## config.mk

```make
export PLATFORM = sky130hd
export DESIGN_NAME = pipeline_ctrl
export DESIGN_NICKNAME = d
export VERILOG_FILES = /design/src/rtl/pipeline_ctrl_pkg.sv /design/src/rtl/pipeline_ctrl_if.sv /design/src/rtl/pipeline_ctrl_hazard_detect.sv /design/src/rtl/pipeline_ctrl.sv
export SDC_FILE = /design/constraint.sdc
export NUM_CORES = 1
export LEC_CHECK = 0
export BUFFER_PORTS_ARGS = -buffer_cell sky130_fd_sc_hd__buf_4
export CAP_MARGIN = 20
export CORE_ASPECT_RATIO = 1.1
export CORE_MARGIN = 2
export CORE_UTILIZATION = 54
export CTS_CLUSTER_SIZE = 24
export DETAILED_ROUTE_END_ITERATION = 6
export PLACE_DENSITY = 0.83
export SLEW_MARGIN = 20
export SYNTH_ARGS = -nofsm -noshare
export SYNTH_HDL_FRONTEND = slang
export SYNTH_SLANG_ARGS = --single-unit
```

## constraint.sdc

```tcl
create_clock -name i_clk -period 5.15 [get_ports i_clk]
set_input_delay 0.7725 -clock i_clk [delete_from_list [all_inputs] [get_ports i_clk]]
set_output_delay 0.7725 -clock i_clk [all_outputs]
set_load 0.005 [all_outputs]
```

## src/rtl/pipeline_ctrl_pkg.sv

```systemverilog
// rtl/pipeline_ctrl_pkg.sv - shared types and helpers for the pipeline hazard controller
package cotm32_pipeline_pkg;

  // Controller FSM; encodings are visible on o_state for debug
  typedef enum logic [1:0] {
    ST_RUN        = 2'd0,
    ST_MDU_WAIT   = 2'd1,
    ST_TRAP_FLUSH = 2'd2
  } pipe_state_e;

  // Every stall/flush pin the controller drives, plus the MDU abort
  typedef struct packed {
    logic pc_stall;
    logic ifid_stall;
    logic ifid_flush;
    logic idex_stall;
    logic idex_flush;
    logic exmem_stall;
    logic exmem_flush;
    logic memwb_flush;
    logic mdu_kill;
  } pipe_ctrl_t;

  localparam pipe_ctrl_t CTRL_IDLE = '0;

  // A source operand depends on a destination when it is actually read and the indices match
  function automatic logic reg_match(input logic used, input logic [4:0] src, input logic [4:0] dst);
    return used && (src == dst);
  endfunction

endpackage

```

## src/rtl/pipeline_ctrl_if.sv

```systemverilog
// rtl/pipeline_ctrl_if.sv - ID/EX operand bundle for the load-use hazard compare
interface pipeline_ctrl_if;
  logic [4:0] id_rs1;
  logic [4:0] id_rs2;
  logic       id_rs1_used;
  logic       id_rs2_used;
  logic       ex_valid;
  logic       ex_is_load;
  logic [4:0] ex_rd;
  logic       load_use;

  // master supplies the operand fields and consumes the verdict
  modport master (
    output id_rs1, id_rs2, id_rs1_used, id_rs2_used, ex_valid, ex_is_load, ex_rd,
    input  load_use
  );

  // slave is the comparator
  modport slave (
    input  id_rs1, id_rs2, id_rs1_used, id_rs2_used, ex_valid, ex_is_load, ex_rd,
    output load_use
  );
endinterface

```

## src/rtl/pipeline_ctrl_hazard_detect.sv

```systemverilog
// rtl/pipeline_ctrl_hazard_detect.sv - combinational load-use dependency compare
module hazard_detect
  import cotm32_pipeline_pkg::*;
(
  pipeline_ctrl_if.slave hz
);

  // A load in EX writing a non-zero register that ID reads forces one bubble
  assign hz.load_use = hz.ex_valid & hz.ex_is_load & (hz.ex_rd != 5'd0) &
                       (reg_match(hz.id_rs1_used, hz.id_rs1, hz.ex_rd) |
                        reg_match(hz.id_rs2_used, hz.id_rs2, hz.ex_rd));

endmodule

```

## src/rtl/pipeline_ctrl.sv

```systemverilog
// rtl/pipeline_ctrl.sv - central stall/flush sequencer for the five-stage core
module pipeline_ctrl
  import cotm32_pipeline_pkg::*;
#(
  parameter int TRAP_FLUSH_CYCLES = 2,
  parameter int CNT_W             = 32
) (
  input  logic             i_clk,
  input  logic             i_rst_n,
  input  logic [4:0]       i_id_rs1,
  input  logic [4:0]       i_id_rs2,
  input  logic             i_id_rs1_used,
  input  logic             i_id_rs2_used,
  input  logic             i_ex_valid,
  input  logic             i_ex_is_load,
  input  logic [4:0]       i_ex_rd,
  input  logic             i_ex_mdu_start,
  input  logic             i_mdu_done,
  input  logic             i_mem_req,
  input  logic             i_mem_ready,
  input  logic             i_ex_redirect,
  input  logic             i_trap,
  output logic             o_pc_stall,
  output logic             o_ifid_stall,
  output logic             o_ifid_flush,
  output logic             o_idex_stall,
  output logic             o_idex_flush,
  output logic             o_exmem_stall,
  output logic             o_exmem_flush,
  output logic             o_memwb_flush,
  output logic             o_mdu_kill,
  output logic [1:0]       o_state,
  output logic [CNT_W-1:0] o_stall_cnt
);

  localparam int                TCNT_W    = $clog2(TRAP_FLUSH_CYCLES + 1);
  localparam logic [TCNT_W-1:0] TCNT_LOAD = TCNT_W'(TRAP_FLUSH_CYCLES);

  pipe_state_e       state_q, state_d;
  logic [TCNT_W-1:0] tcnt_q, tcnt_d;
  logic [CNT_W-1:0]  stall_cnt_q, stall_cnt_d;
  pipe_ctrl_t        ctrl;
  logic              mem_wait;
  logic              mdu_busy;
  logic              load_use;

  pipeline_ctrl_if hz_if ();

  assign hz_if.id_rs1      = i_id_rs1;
  assign hz_if.id_rs2      = i_id_rs2;
  assign hz_if.id_rs1_used = i_id_rs1_used;
  assign hz_if.id_rs2_used = i_id_rs2_used;
  assign hz_if.ex_valid    = i_ex_valid;
  assign hz_if.ex_is_load  = i_ex_is_load;
  assign hz_if.ex_rd       = i_ex_rd;

  hazard_detect u_hazard_detect (
    .hz (hz_if.slave)
  );

  assign load_use = hz_if.load_use;
  assign mem_wait = i_mem_req & ~i_mem_ready;
  // The MDU holds done high until EX advances, so done alone ends the occupancy
  assign mdu_busy = ((state_q == ST_MDU_WAIT) | i_ex_mdu_start) & ~i_mdu_done;

  // Priority resolution: the first matching hazard sets every control bit and the next state
  always_comb begin
    ctrl    = CTRL_IDLE;
    state_d = state_q;
    tcnt_d  = tcnt_q;
    if (i_trap) begin
      ctrl.ifid_flush  = 1'b1;
      ctrl.idex_flush  = 1'b1;
      ctrl.exmem_flush = 1'b1;
      ctrl.mdu_kill    = 1'b1;
      state_d          = ST_TRAP_FLUSH;
      tcnt_d           = TCNT_LOAD;
    end else if (mem_wait) begin
      // Freeze everything upstream of MEM and feed WB a bubble; FSM and tcnt hold
      ctrl.pc_stall    = 1'b1;
      ctrl.ifid_stall  = 1'b1;
      ctrl.idex_stall  = 1'b1;
      ctrl.exmem_stall = 1'b1;
      ctrl.memwb_flush = 1'b1;
    end else if (mdu_busy) begin
      ctrl.pc_stall    = 1'b1;
      ctrl.ifid_stall  = 1'b1;
      ctrl.idex_stall  = 1'b1;
      ctrl.exmem_flush = 1'b1;
      state_d          = ST_MDU_WAIT;
      tcnt_d           = '0;
    end else if (state_q == ST_TRAP_FLUSH) begin
      // Wrong-path fetches after a trap are discarded; redirect and load-use are moot here
      ctrl.ifid_flush  = 1'b1;
      ctrl.idex_flush  = 1'b1;
      tcnt_d           = tcnt_q - TCNT_W'(1);
      state_d          = (tcnt_q <= TCNT_W'(1)) ? ST_RUN : ST_TRAP_FLUSH;
    end else begin
      state_d = ST_RUN;
      if (i_ex_redirect) begin
        ctrl.ifid_flush = 1'b1;
        ctrl.idex_flush = 1'b1;
      end else if (load_use) begin
        ctrl.pc_stall   = 1'b1;
        ctrl.ifid_stall = 1'b1;
        ctrl.idex_flush = 1'b1;
      end
    end
    if (!i_rst_n) begin
      ctrl = CTRL_IDLE;
    end
  end

  // Saturating count of PC-hold cycles
  always_comb begin
    stall_cnt_d = stall_cnt_q;
    if (ctrl.pc_stall && (stall_cnt_q != {CNT_W{1'b1}})) begin
      stall_cnt_d = stall_cnt_q + CNT_W'(1);
    end
  end

  // State, trap countdown and counter registers
  always_ff @(posedge i_clk) begin
    if (!i_rst_n) begin
      state_q     <= ST_RUN;
      tcnt_q      <= '0;
      stall_cnt_q <= '0;
    end else begin
      state_q     <= state_d;
      tcnt_q      <= tcnt_d;
      stall_cnt_q <= stall_cnt_d;
    end
  end

  assign o_pc_stall    = ctrl.pc_stall;
  assign o_ifid_stall  = ctrl.ifid_stall;
  assign o_ifid_flush  = ctrl.ifid_flush;
  assign o_idex_stall  = ctrl.idex_stall;
  assign o_idex_flush  = ctrl.idex_flush;
  assign o_exmem_stall = ctrl.exmem_stall;
  assign o_exmem_flush = ctrl.exmem_flush;
  assign o_memwb_flush = ctrl.memwb_flush;
  assign o_mdu_kill    = ctrl.mdu_kill;
  assign o_state       = state_q;
  assign o_stall_cnt   = stall_cnt_q;

endmodule

```

## After elaboration in Yosys (flattened, before gate mapping)

Index checks and enable logic that the tools add are counted.

- Bits in registers: 36
- Bits of input ports: 27
- Output and inout bits: 43
- Logic and storage cells: 69

- $add $sub $neg: 2
- Magnitude comparators: 1
- Equal/unequal tests: 6
- Mux-type cells: 35
- Bitwise gates (word level): 11
- Reduce and logical (&&, ||, !) cells: 9

Operators by type and width:

| operator | number |
|---|---|
| $add 32x1->32 const B | 1 |
| $ne 32x32->1 const B | 1 |
| $mux 2 | 15 |
| $mux 1 | 19 |
| $eq 5x5->1 | 2 |
| $mux 9 | 1 |
| $and 1x1->1 | 5 |
| $reduce_bool 5->1 | 1 |
| $not 1->1 | 4 |
| $reduce_and 2->1 | 2 |
| $logic_and 1x1->1 | 3 |
| $reduce_bool 3->1 | 1 |
| $eq 2x1->1 const B | 1 |
| $eq 2x2->1 const B | 1 |
| $le 2x1->1 const B | 1 |
| $ne 2x2->1 const B | 1 |
| $or 1x1->1 | 2 |
| $reduce_bool 2->1 | 1 |
| $reduce_or 2->1 | 1 |
| $sub 2x1->2 const B | 1 |

## Longest topological paths before layout

Gate-level depths: netlist of run 1.

- Depth after elaboration: 12
- Mapped depth: 8
- Depth with buffers taken out: 6

## By module

From an unflattened synthesis of run 1, not the netlist that was laid out.

- Cells, all modules: 264
- Area total of the unflattened synthesis: 2184.6 um2

By module, submodules not included:

| module | instances | cells each | area each (um2) | sequential area each (um2) |
|---|---|---|---|---|
| pipeline_ctrl | 1 | 247 | 2049.5 | 720.7 |
| hazard_detect | 1 | 17 | 135.1 | 0.0 |

## Worst setup path after synthesis of run 1

OpenSTA, ideal clock, no wires.

- Path kind: input -> output
- Start point: in i_ex_rd[0]
- End point: out o_pc_stall
- Arrival: 1951 ps
- Data required time: 4378 ps
- Slack: 2426 ps
- Cell stages on the path: 5
- Path buffers: 1
- Cells stage by stage: or4_1 -> o211ai_1 -> o21ai_1 -> and2_1 -> buf_4

- Word-level cells in the longest chain between the ends: 11
- Elaborated cells on any way between the ends: 15
- Those cells by class: eq/ne: 2; mux: 7; bitwise: 3; reduce/logical: 3

Ends and longest elaborated chain:

| element | RTL line | RTL |
|---|---|---|
| start, declared | pipeline_ctrl.sv:16 | `input logic [4:0] i_ex_rd,` |
| $eq 5x5->1 | pipeline_ctrl_pkg.sv:28 | `return used && (src == dst);` |
| $logic_and 1x1->1 | pipeline_ctrl_pkg.sv:28 |  |
| $or 1x1->1 | pipeline_ctrl_hazard_detect.sv:10 | `(reg_match(hz.id_rs1_used, hz.id_rs1, hz.ex_rd) \|` |
| $and 1x1->1 * | pipeline_ctrl_hazard_detect.sv:9 | `assign hz.load_use = hz.ex_valid & hz.ex_is_load & (hz.ex_rd != 5'd0) &` |
| $mux 2 * | pipeline_ctrl.sv:103 | `end else if (load_use) begin` |
| $mux 2 * | pipeline_ctrl.sv:100 | `if (i_ex_redirect) begin` |
| $mux 2 * | pipeline_ctrl.sv:92 | `end else if (state_q == ST_TRAP_FLUSH) begin` |
| $mux 2 * | pipeline_ctrl.sv:85 | `end else if (mdu_busy) begin` |
| $mux 2 * | pipeline_ctrl.sv:78 | `end else if (mem_wait) begin` |
| $mux 2 * | pipeline_ctrl.sv:71 | `if (i_trap) begin` |
| $mux 9 * | pipeline_ctrl.sv:109 | `if (!i_rst_n) begin` |
| end, declared | pipeline_ctrl.sv:23 | `output logic o_pc_stall,` |

Every way passes the cells marked *; elsewhere a longest branch is shown, timed or not.

## Worst setup path in the final report of run 1

- Start point: in i_rst_n
- End point: reg stall_cnt_q[7] (netlist: o_stall_cnt[7])

- Word-level cells in the longest chain between the ends: 2

Ends and longest elaborated chain:

| element | RTL line | RTL |
|---|---|---|
| start, declared | pipeline_ctrl.sv:9 | `input logic i_rst_n,` |
| $mux 9 | pipeline_ctrl.sv:109 |  |
| $logic_and 1x1->1 | pipeline_ctrl.sv:117 | `if (ctrl.pc_stall && (stall_cnt_q != {CNT_W{1'b1}})) begin` |
| end signal, assigned | pipeline_ctrl.sv:131 | `stall_cnt_q <= stall_cnt_d;` |
| end, declared | pipeline_ctrl.sv:41 | `logic [CNT_W-1:0] stall_cnt_q, stall_cnt_d;` |

Several ways; a longest one is shown, not always the timed one.
A chain may end at the register's enable or synchronous reset.

==> run summary, run 1 <==
Crit Path Class: in -> reg
Detailed Place HPWL: 3.92 mm
Synth Warn #: 0
critical path depth: 7
Gate power share: 10.5%
Die Width: 63.8 um
TritonCTS Buffers: 5
Worst setup SP type: input pin
R2R depth: 6
Max VDD drop: 0.185 mV
Critical Path AT: 3.15 ns
Layout Utilization: 73.7%
port bufs: 69
clock slew seen by the registers of the worst setup and hold paths: 0.08 ns
worst setup path endpoint: o_stall_cnt[7]
Die H: 69.8 um
placed inst area: 0.00263 mm^2
reg2reg end: o_stall_cnt[24]
Routed met2 length: 2.63 mm
vias in the first global route: 1872
Crit path required time: 5.29 ns
worst-margin pin slew: 0.836 ns
CTS tree: built
# diodes: 0
routed vias: 2191
Max Cap Viol: 0
CTS resizes: 0
FMAX: 0.333 GHz
fin crit period: 3.00 ns
design area: 0.00274 mm^2
initial DRC count: 137
clock network power share: 41.5%
Worst-Skew Late Latency: 0.29 ns
wire per inst: 14.1 um
postcts setup bufs: 0
Syn Nets: 296
pwr/cell area: 215 mW/mm^2
Final Hold Vio Count: 0
Via-to-Cell Ratio: 5.75
TNS Setup: 0 ns
Area Growth Syn to Fin: 28.7%
H-tree depth: 2
FF-to-FF Start: o_stall_cnt[7]
gr ovfl total: 0
IO Pins: 70
met1 wire length: 2.37 mm
RSZ-0062 raised after global routing: false
Min-Delay Path Class: reg -> reg
largest fanout on the critical path: 32
most frequent cell after synthesis: dfxtp_1
highest routed layer: met4
sequential area share after synthesis: 33.9%
Yosys cell types: 47
P_int: 456 uW
Nets: 359
Max Buffers Root-to-Sink: 2
post-synth top area cell: dfxtp_1
max_slew headroom: 44.2%
CP cell instances: buf_4 > nand2b_1 > or3_1 > o21ai_1 > nand3_2 > o311ai_0 > o41ai_1
Placer Congestion: 0.809
Synth Flop Type: dfxtp_1
top post-synthesis cells by count: 36 x dfxtp_1, 30 x nand2_1, 22 x nor2_1
GRT Overall Usage: 24.1%
Routed Wire Length: 5.36 mm
DR WL met3: 276 um
row count: 23
Mapped Cells: 267
Worst R2R Setup Slack: 2.46 ns
fin. max-slew vios: 0
Post-synth ARST share: 0%
dominant cells by area after synthesis: dfxtp_1 34%, nand2_1 5.3%, mux2i_1 5.2%
register share of total power: 48.0%
leakage power: 0.00104 uW
# setup viols final: 0
post-route ant nets: 0
family with the most delay on the worst path: compound AO/OA/AOI/OAI gates
Yosys top cell area share: 33.9%
post-route DRC violation count: 0
layout cell share with drive strength beyond 1: 24.2%
Final Skew: 0.0112 ns
CTS sink cnt: 36
Initial Utilization: 57.3%
Hold Buf Count CTS: 0
drt pass-1 iters: 4
crit path from: i_rst_n
largest net degree at the start of global routing: 33
Worst setup EP type: flip-flop
status: finished clean
Max stage delay cell, worst path: o311ai_0
Root Buffer: clkbuf_8
cell area after synthesis: 0.00213 mm^2
EDFF count, synth: 0
die area: 0.00445 mm^2
Net Switching: 132 uW
switching part of the total: 22.4%
post-synthesis average cell area: 7.96 um^2
FF+latch count, synth: 36
first-pass GRT wire length: 8.71 mm
antenna violations before repair: 0
Crit path largest cell delay: 0.67 ns
Core Area: 0.00371 mm^2
Crit path buffers/inverters: 1
final clock period utilization by the worst path: 58.3%
layout make-up:
type	instances	area, um^2
multi-input cells	209	1290
fillers	291	976
flip-flops and latches	36	721
repair buffers	69	518
clock buffers	6	72.6
well taps	50	62.6
clock inverters	2	35.0
inverters	9	33.8
flip-flops by register name, indices dropped and copies added, names as in the netlist:
register,count
tcnt_q,2
o_stall_cnt,32
o_state,2
power by group through the flow:
stage | Sequential, uW | Clock (uW) | Combinational [uW]
floorplan | 288 | 0 | 31.8
global placement | 289 | 0 | 60.1
detailed placement | 289 | 0 | 61.3
CTS | 282 | 246 | 61.7
global route | 282 | 258 | 67.4
finish | 282 | 244 | 61.6
worst reg2reg max path, stage by stage, from the launching register on:
cell and delay [ns]:
dfxtp_1 0.44, nand4_2 0.26, nor4_1 0.65, a2111o_1 0.27
a2bb2oi_2 0.64, nor3_1 0.15, mux2i_1 0.22
worst min-delay path by stage:
stage	from	endpoint	slack (ns)	cells past startpoint
6_report	o_stall_cnt[19]	o_stall_cnt[19]	0.51	2
5_1_grt	o_stall_cnt[3]	o_stall_cnt[3]	0.53	1
4_1_cts	o_stall_cnt[19]	o_stall_cnt[19]	0.50	2
3_5_place_dp	o_stall_cnt[19]	o_stall_cnt[19]	0.49	2
3_3_place_gp	o_stall_cnt[19]	o_stall_cnt[19]	0.48	2
2_1_floorplan	o_stall_cnt[19]	o_stall_cnt[19]	0.48	2
stage by stage:
stage	setup slack, ns	hold WS, ns	instances	total power (uW)
after CTS	2.19	0.502	381	590
final	2.15	0.507	381	588
after global routing	1.94	0.526	381	608
after global placement	2.06	0.476	373	349
after floorplan	2.43	0.476	267	320
after detailed placement	1.97	0.491	373	350
per-layer routing:
metal  track usage, %  vias up
li1                 -     1091
met4             7.25        0
met2             40.0       65
met5                0        -
met3             6.17        9
met1             30.3     1026
layout by cell type (no fill, tap or decap), drive strengths merged, types with 3 or more instances in the layout:
cell,synthesis,layout
and2,5,5
nand2,30,30
nor2b,4,4
o211ai,5,5
buf,7,69
xnor2,11,11
o21ai,10,10
mux2i,11,11
nand4,9,9
and3,3,3
or3,8,8
clkbuf,6,6
inv,8,8
nor3,4,4
o31ai,8,8
dfxtp,36,36
nand3,14,14
nand2b,12,12
a21oi,17,17
nor4,8,8
nor2,22,22
or4,5,5
kinds of logic after synthesis:
family	count (synthesis)	synth area share, %
AND/OR/NAND/NOR	130	32.7
AO/OA/AOI/OAI	54	16.8
flip-flops	36	33.9
buffers and inverters	22	5.24
XOR/XNOR	12	4.94
multiplexers	11	5.18
adder cells (fa/ha/maj)	2	1.18
(Power assumes the default switching activity.)
==> run 2, diff against run 1 <==
Settings changed: CORE_UTILIZATION 54 to 50, PLACE_DENSITY 0.83 to 0.77.
Clock period 5.15 ns to 3.15 ns, I/O delays scaled along.
==> run summary, run 2 (same netlist as run 1, synthesis figures left out) <==
Max Cap Viol: 0 (unchanged)
fin. max-slew vios: 0 (unchanged)
# setup viols final: 0 (unchanged)
row count: 24 (+4.3%)
worst hold stages: 3 (+1)
max_slew headroom: 63.5% (+19 points)
most frequent cells in the layout: 74 x buf_4, 36 x dfxtp_1, 30 x nand2_1, 22 x nor2_1, 17 x a21oi_1
TNS Setup: 0 ns (unchanged)
leakage power: 0.00105 uW (+1.2%)
commonest non-fill, non-tap cell in the layout: buf_4
Max VDD drop: 0.196 mV (+5.8%)
pwr/cell area: 330 mW/mm^2 (+54%)
Max Buffers Root-to-Sink: 2 (unchanged)
design area: 0.00276 mm^2 (+0.96%)
clock slew seen by the registers of the worst setup and hold paths: 0.07 ns (about the same)
initial DRC count: 127 (-7.3%)
RSZ-0062 raised after global routing: false
placed inst area: 0.00267 mm^2 (+1.5%)
post-route ant nets: 0 (unchanged)
Worst setup EP type: output port
vias in the first global route: 1991 (+6.4%)
Final Skew: 0.00602 ns (-0.00521 ns)
FMAX: 0.422 GHz
max reg flops: 32 (unchanged)
placed cell count: 380 (+1.9%)
min-delay src: i_trap
wire per inst: 13.8 um (-1.6%)
drt pass-1 iters: 4 (unchanged)
Detailed Place HPWL: 3.90 mm (-0.41%)
Core Area: 0.00402 mm^2 (+8.4%)
gr ovfl total: 0 (unchanged)
Root Buffer: clkbuf_8
worst-margin pin slew: 0.542 ns (-0.294 ns)
Crit path largest cell delay: 0.50 ns (-0.17 ns)
layout cell share with drive strength beyond 1: 25.3% (+1.1 points)
Placer Congestion: 0.812 (+0.37%)
Via-to-Cell Ratio: 5.59 (-2.9%)
CTS sink cnt: 36 (unchanged)
# diodes: 0 (unchanged)
fin crit period: 2.37 ns
port bufs: 69 (unchanged)
Routed Wire Length: 5.37 mm (+0.22%)
antenna violations before repair: 0 (unchanged)
H-tree depth: 2 (unchanged)
Crit Path Class: in -> out
Critical Path AT: 1.89 ns (-1.26 ns)
Worst setup SP type: input pin
Crit path required time: 2.68 ns (-2.61 ns)
final clock period utilization by the worst path: 75.1%
Min-Delay Path Class: in -> reg
CTS tree: built
Worst R2R Setup Slack: 0.79 ns (-1.67 ns)
status: finished clean
Worst-Skew Late Latency: 0.29 ns (about the same)
GRT Overall Usage: 22.8% (-1.3 points)
IO Pins: 70 (unchanged)
R2R depth: 6 (unchanged)
Die Width: 66.2 um (+3.7%)
post-route DRC violation count: 0 (unchanged)
Hold EP: tcnt_q[1]
Layout Utilization: 68.7% (-5.1 points)
Final Instance Count excl. Fillers: 388 (+1.8%)
first-pass GRT wire length: 8.60 mm (-1.3%)
Final Hold Vio Count: 0 (unchanged)
Area Growth Syn to Fin: 30.0%
Initial Utilization: 52.8% (-4.4 points)
Hold Buf Count CTS: 0 (unchanged)
largest net degree at the start of global routing: 32 (-3.0%)
Nets: 364 (+1.4%)
most used cell, CP: buf_4
FF-to-FF Start: o_state[0]
postcts setup bufs: 0 (unchanged)
largest fanout on the critical path: 3 (-91%)
Max stage delay cell, worst path: or4_1
TritonCTS Buffers: 5 (unchanged)
reg2reg end: o_stall_cnt[17]
die area: 0.00479 mm^2 (+7.5%)
CTS resizes: 0 (unchanged)
routed vias: 2167 (-1.1%)
CP cell instances: buf_4 > or4_1 > o211ai_1 > o21ai_1 > and2_1 > buf_4
fillers: 367 (+26%)
Die H: 72.4 um (+3.7%)
==> run 2: final cells by class <==
class                           instances  area (um^2)  area share (%)
Timing Repair Buffer                   74          556            20.1
Clock buffer                            7         86.3            3.12
Multi-Input combinational cell        209         1290            46.8
Inverter                                9         33.8            1.22
Tap cell                               52         65.1            2.36
Clock inverter                          1         7.51           0.272
Sequential cell                        36          721            26.1
==> run 2: worst max-delay path: cells and delay by family <==
family | cells | cell delay (ns)
buf+inv | 2 | 0.26
simple gates | 2 | 0.70
compound gates | 2 | 0.45
==> run 2: routing by layer <==
| metal | vias to the layer above | track usage, % | part of all wire [%] |
|---|---|---|---|
| met1 | 994 | 26.2 | 43 |
| li1 | 1102 | - | - |
| met5 | - | 0 | 0 |
| met2 | 64 | 41.4 | 50 |
| met4 | 0 | 9.30 | 1.2 |
| met3 | 7 | 3.57 | 5.7 |
==> run 2: report_power, final <==
part | switching [uW] | total (uW) | leakage, uW | internal, uW
sequential | 3.04 | 461 | 0.000291 | 458
clock | 169 | 347 | 0.0000445 | 178
combinational | 49.7 | 104 | 0.000715 | 54.4
==> run 2: how the worst max path moves through the flow <==
stage / startpoint / end / cells past startpoint
5_1_grt: o_stall_cnt[15] / o_stall_cnt[1] / 7
3_5_place_dp: i_mdu_done / o_stall_cnt[17] / 7
4_1_cts: i_ex_rd[0] / o_pc_stall / 6
2_1_floorplan: i_mdu_done / o_stall_cnt[7] / 8
6_report: i_ex_rd[0] / o_pc_stall / 6
3_3_place_gp: i_mdu_done / o_stall_cnt[17] / 7
==> run 2: stage by stage <==
stage               worst slack [ns]  hold slack, ns  total power (uW)
global route                   0.586           0.526               941
CTS                            0.779           0.497               918
floorplan                       1.02           0.476               523
global placement               0.676           0.480               573
finish                         0.783           0.496               912
detailed placement             0.639           0.491               575
==> run 3, diff against run 2 <==
Settings changed: ABC_AREA set to 1, CORE_UTILIZATION 50 to 53, PLACE_DENSITY 0.77 to 0.79.
Clock period 3.15 ns to 2.43 ns, I/O delays scaled along.
==> run summary, run 3 <==
Yosys top cell area share: 28.0% (-5.9 points)
IO Pins: 70 (unchanged)
Synth Flop Type: dfxtp_1
footprint of the multi-input gates: 0.00160 mm^2 (+24%)
top post-synthesis cells by count: 151 x nand2_1, 53 x nor2_1, 46 x inv_1
port bufs: 69 (unchanged)
# diodes: 0 (unchanged)
Max Cap Viol: 0 (unchanged)
cell area after synthesis: 0.00257 mm^2 (+21%)
clock slew seen by the registers of the worst setup and hold paths: 0.08 ns (about the same)
wire per inst: 13.0 um (-6.1%)
Yosys cell types: 27 (-43%)
Die H: 77.0 um (+6.4%)
Nets: 538 (+48%)
Syn Nets: 468 (+58%)
Crit Path Class: reg -> out
fin. max-slew vios: 0 (unchanged)
post-route DRC violation count: 0 (unchanged)
fin crit period: 2.23 ns
Via-to-Cell Ratio: 5.25 (-6.0%)
postcts setup bufs: 0 (unchanged)
# setup viols final: 0 (unchanged)
final clock period utilization by the worst path: 91.9%
Die Width: 70.4 um (+6.4%)
Mapped Cells: 439 (+64%)
most frequent cells in the layout: 151 x nand2_1, 76 x buf_4, 53 x nor2_1, 46 x inv_1, 45 x nand3_1
Area Growth Syn to Fin: 26.2%
Root Buffer: clkbuf_8
register area: 721 um^2 (unchanged)
Worst-Skew Late Latency: 0.30 ns (about the same)
post-synth top area cell: dfxtp_1
Max VDD drop: 0.282 mV (+44%)
pwr/cell area: 364 mW/mm^2 (+10%)
Worst Setup Slack, final: 0.198 ns (-0.585 ns)
worst-margin pin slew: 0.575 ns (+0.0333 ns)
largest net degree at the start of global routing: 36 (+13%)
EDFF count, synth: 0 (unchanged)
routed vias: 2973 (+37%)
GRT Overall Usage: 27.6% (+4.8 points)
gr ovfl total: 0 (unchanged)
most frequent cell after synthesis: nand2_1
fillers: 432 (+18%)
Detailed Place HPWL: 5.82 mm (+49%)
antenna violations before repair: 0 (unchanged)
FMAX: 0.448 GHz
max_slew headroom: 61.3% (-2.2 points)
TNS Setup: 0 ns (unchanged)
TritonCTS Buffers: 5 (unchanged)
FF-to-FF Start: o_stall_cnt[0]
max reg flops: 32 (unchanged)
dominant cells by area after synthesis: dfxtp_1 28%, nand2_1 22%, nand3_1 8.8%
Routed Wire Length: 7.36 mm (+37%)
post-route ant nets: 0 (unchanged)
commonest non-fill, non-tap cell in the layout: nand2_1
Synth Warn #: 0 (unchanged)
min-delay src: i_trap
largest fanout on the critical path: 14 (+11)
worst hold stages: 3 (unchanged)
CTS tree: built
leakage power: 0.00149 uW (+42%)
drt pass-1 iters: 4 (unchanged)
Worst setup SP type: flip-flop
layout cell share with drive strength beyond 1: 18.0% (-7.3 points)
CTS resizes: 0 (unchanged)
die area: 0.00542 mm^2 (+13%)
sequential area share after synthesis: 28.0% (-5.9 points)
H-tree depth: 2 (unchanged)
Hold Buf Count CTS: 0 (unchanged)
Max Buffers Root-to-Sink: 2 (unchanged)
Min-Delay Path Class: in -> reg
Layout Utilization: 69.7% (+1.1 points)
Final Hold Vio Count: 0 (unchanged)
Worst setup EP type: output port
FF+latch count, synth: 36 (unchanged)
Post-synth ARST share: 0% (unchanged)
Crit path required time: 2.07 ns (-0.61 ns)
Final Skew: 0.00766 ns (+0.00164 ns)
RSZ-0062 raised after global routing: false
row count: 26 (+8.3%)
WHS: 0.360 ns (-0.136 ns)
first-pass GRT wire length: 12.2 mm (+42%)
Hold EP: tcnt_q[1]
pre-CTS WS: 0.352 ns (-0.287 ns)
status: finished clean
reg2reg end: o_stall_cnt[25]
Core Area: 0.00465 mm^2 (+16%)
initial DRC count: 178 (+40%)
Critical Path AT: 1.87 ns (-0.02 ns)
Initial Utilization: 55.2% (+2.4 points)
vias in the first global route: 2766 (+39%)
Placer Congestion: 0.959 (+18%)
R2R depth: 10 (+4)
CTS sink cnt: 36 (unchanged)
post-synthesis average cell area: 5.85 um^2 (-26%)
Worst R2R Setup Slack: 0.55 ns (-0.24 ns)
-- run 3: cell count changes after synthesis, sizes merged, moves of 7 or more --
| cell | change |
|---|---|
| inv | +39 |
| nand2b | -12 |
| mux2i | -11 |
| nor2 | +33 |
| nor4 | -8 |
| nor3 | +8 |
| a21oi | +17 |
| xnor2 | -7 |
| xor2 | +13 |
| o21ai | -8 |
| nand2 | +123 |
| o31ai | -8 |
| nand3 | +31 |
| or3 | -8 |
-- run 3: worst max-delay path, cell delays in order, from the launching register on --
cell     delay (ns)
dfxtp_1        0.39
nor2_1         0.09
or2_2          0.29
nor2_1         0.09
nand3_1        0.08
nand2_1        0.24
buf_4          0.26
buf_4          0.13
-- run 3: worst max path at each step --
stage | from | to | cells after the start
2_1_floorplan | o_stall_cnt[0] | o_stall_cnt[10] | 9
3_3_place_gp | i_mem_ready | o_ifid_stall | 8
6_report | o_state[0] | o_ifid_stall | 7
4_1_cts | o_state[1] | o_ifid_stall | 8
5_1_grt | o_state[0] | o_ifid_stall | 8
3_5_place_dp | i_mem_ready | o_ifid_stall | 8
-- run 3: area by class of cell --
class / count / share of cell area, %
multi-input cells: 342 / 49.3
clock buffers: 5 / 2.12
inverters: 47 / 5.44
flip-flops and latches: 36 / 22.2
well taps: 56 / 2.16
repair buffers: 77 / 18.2
clock inverters: 3 / 0.579
-- run 3: metal layers --
layer | vias up | routed length (um) | share of wire [%] | track usage (%)
met3 | 16 | 360 | 4.9 | 4.73
li1 | 1534 | - | - | -
met1 | 1334 | 3020 | 41 | 32.0
met5 | - | 0 | 0 | 0
met4 | 0 | 192 | 2.6 | 12.7
met2 | 89 | 3780 | 51 | 48.8
-- run 3: through the flow --
stage / total power (uW) / instances / instance area [um^2]
2_1_floorplan: 687 / 439 / 2570
5_1_grt: 1230 / 566 / 3240
3_3_place_gp: 757 / 558 / 3160
6_report: 1180 / 566 / 3240
4_1_cts: 1190 / 566 / 3240
3_5_place_dp: 760 / 558 / 3160
-- run 3: cells by family after synthesis --
group	after synthesis	share of synthesized area [%]
simple gates	282	46.7
buf+inv	61	9.79
compound gates	40	8.33
flops	36	28.0
xor+xnor	18	6.13
fa+ha+maj	2	0.974
-- run 3: power by group --
part           leakage, uW  switching (uW)  internal, uW
Combinational      0.00115            78.3          68.6
Clock            0.0000479             235           200
Sequential        0.000291            4.68           594
Total              0.00149             318           862
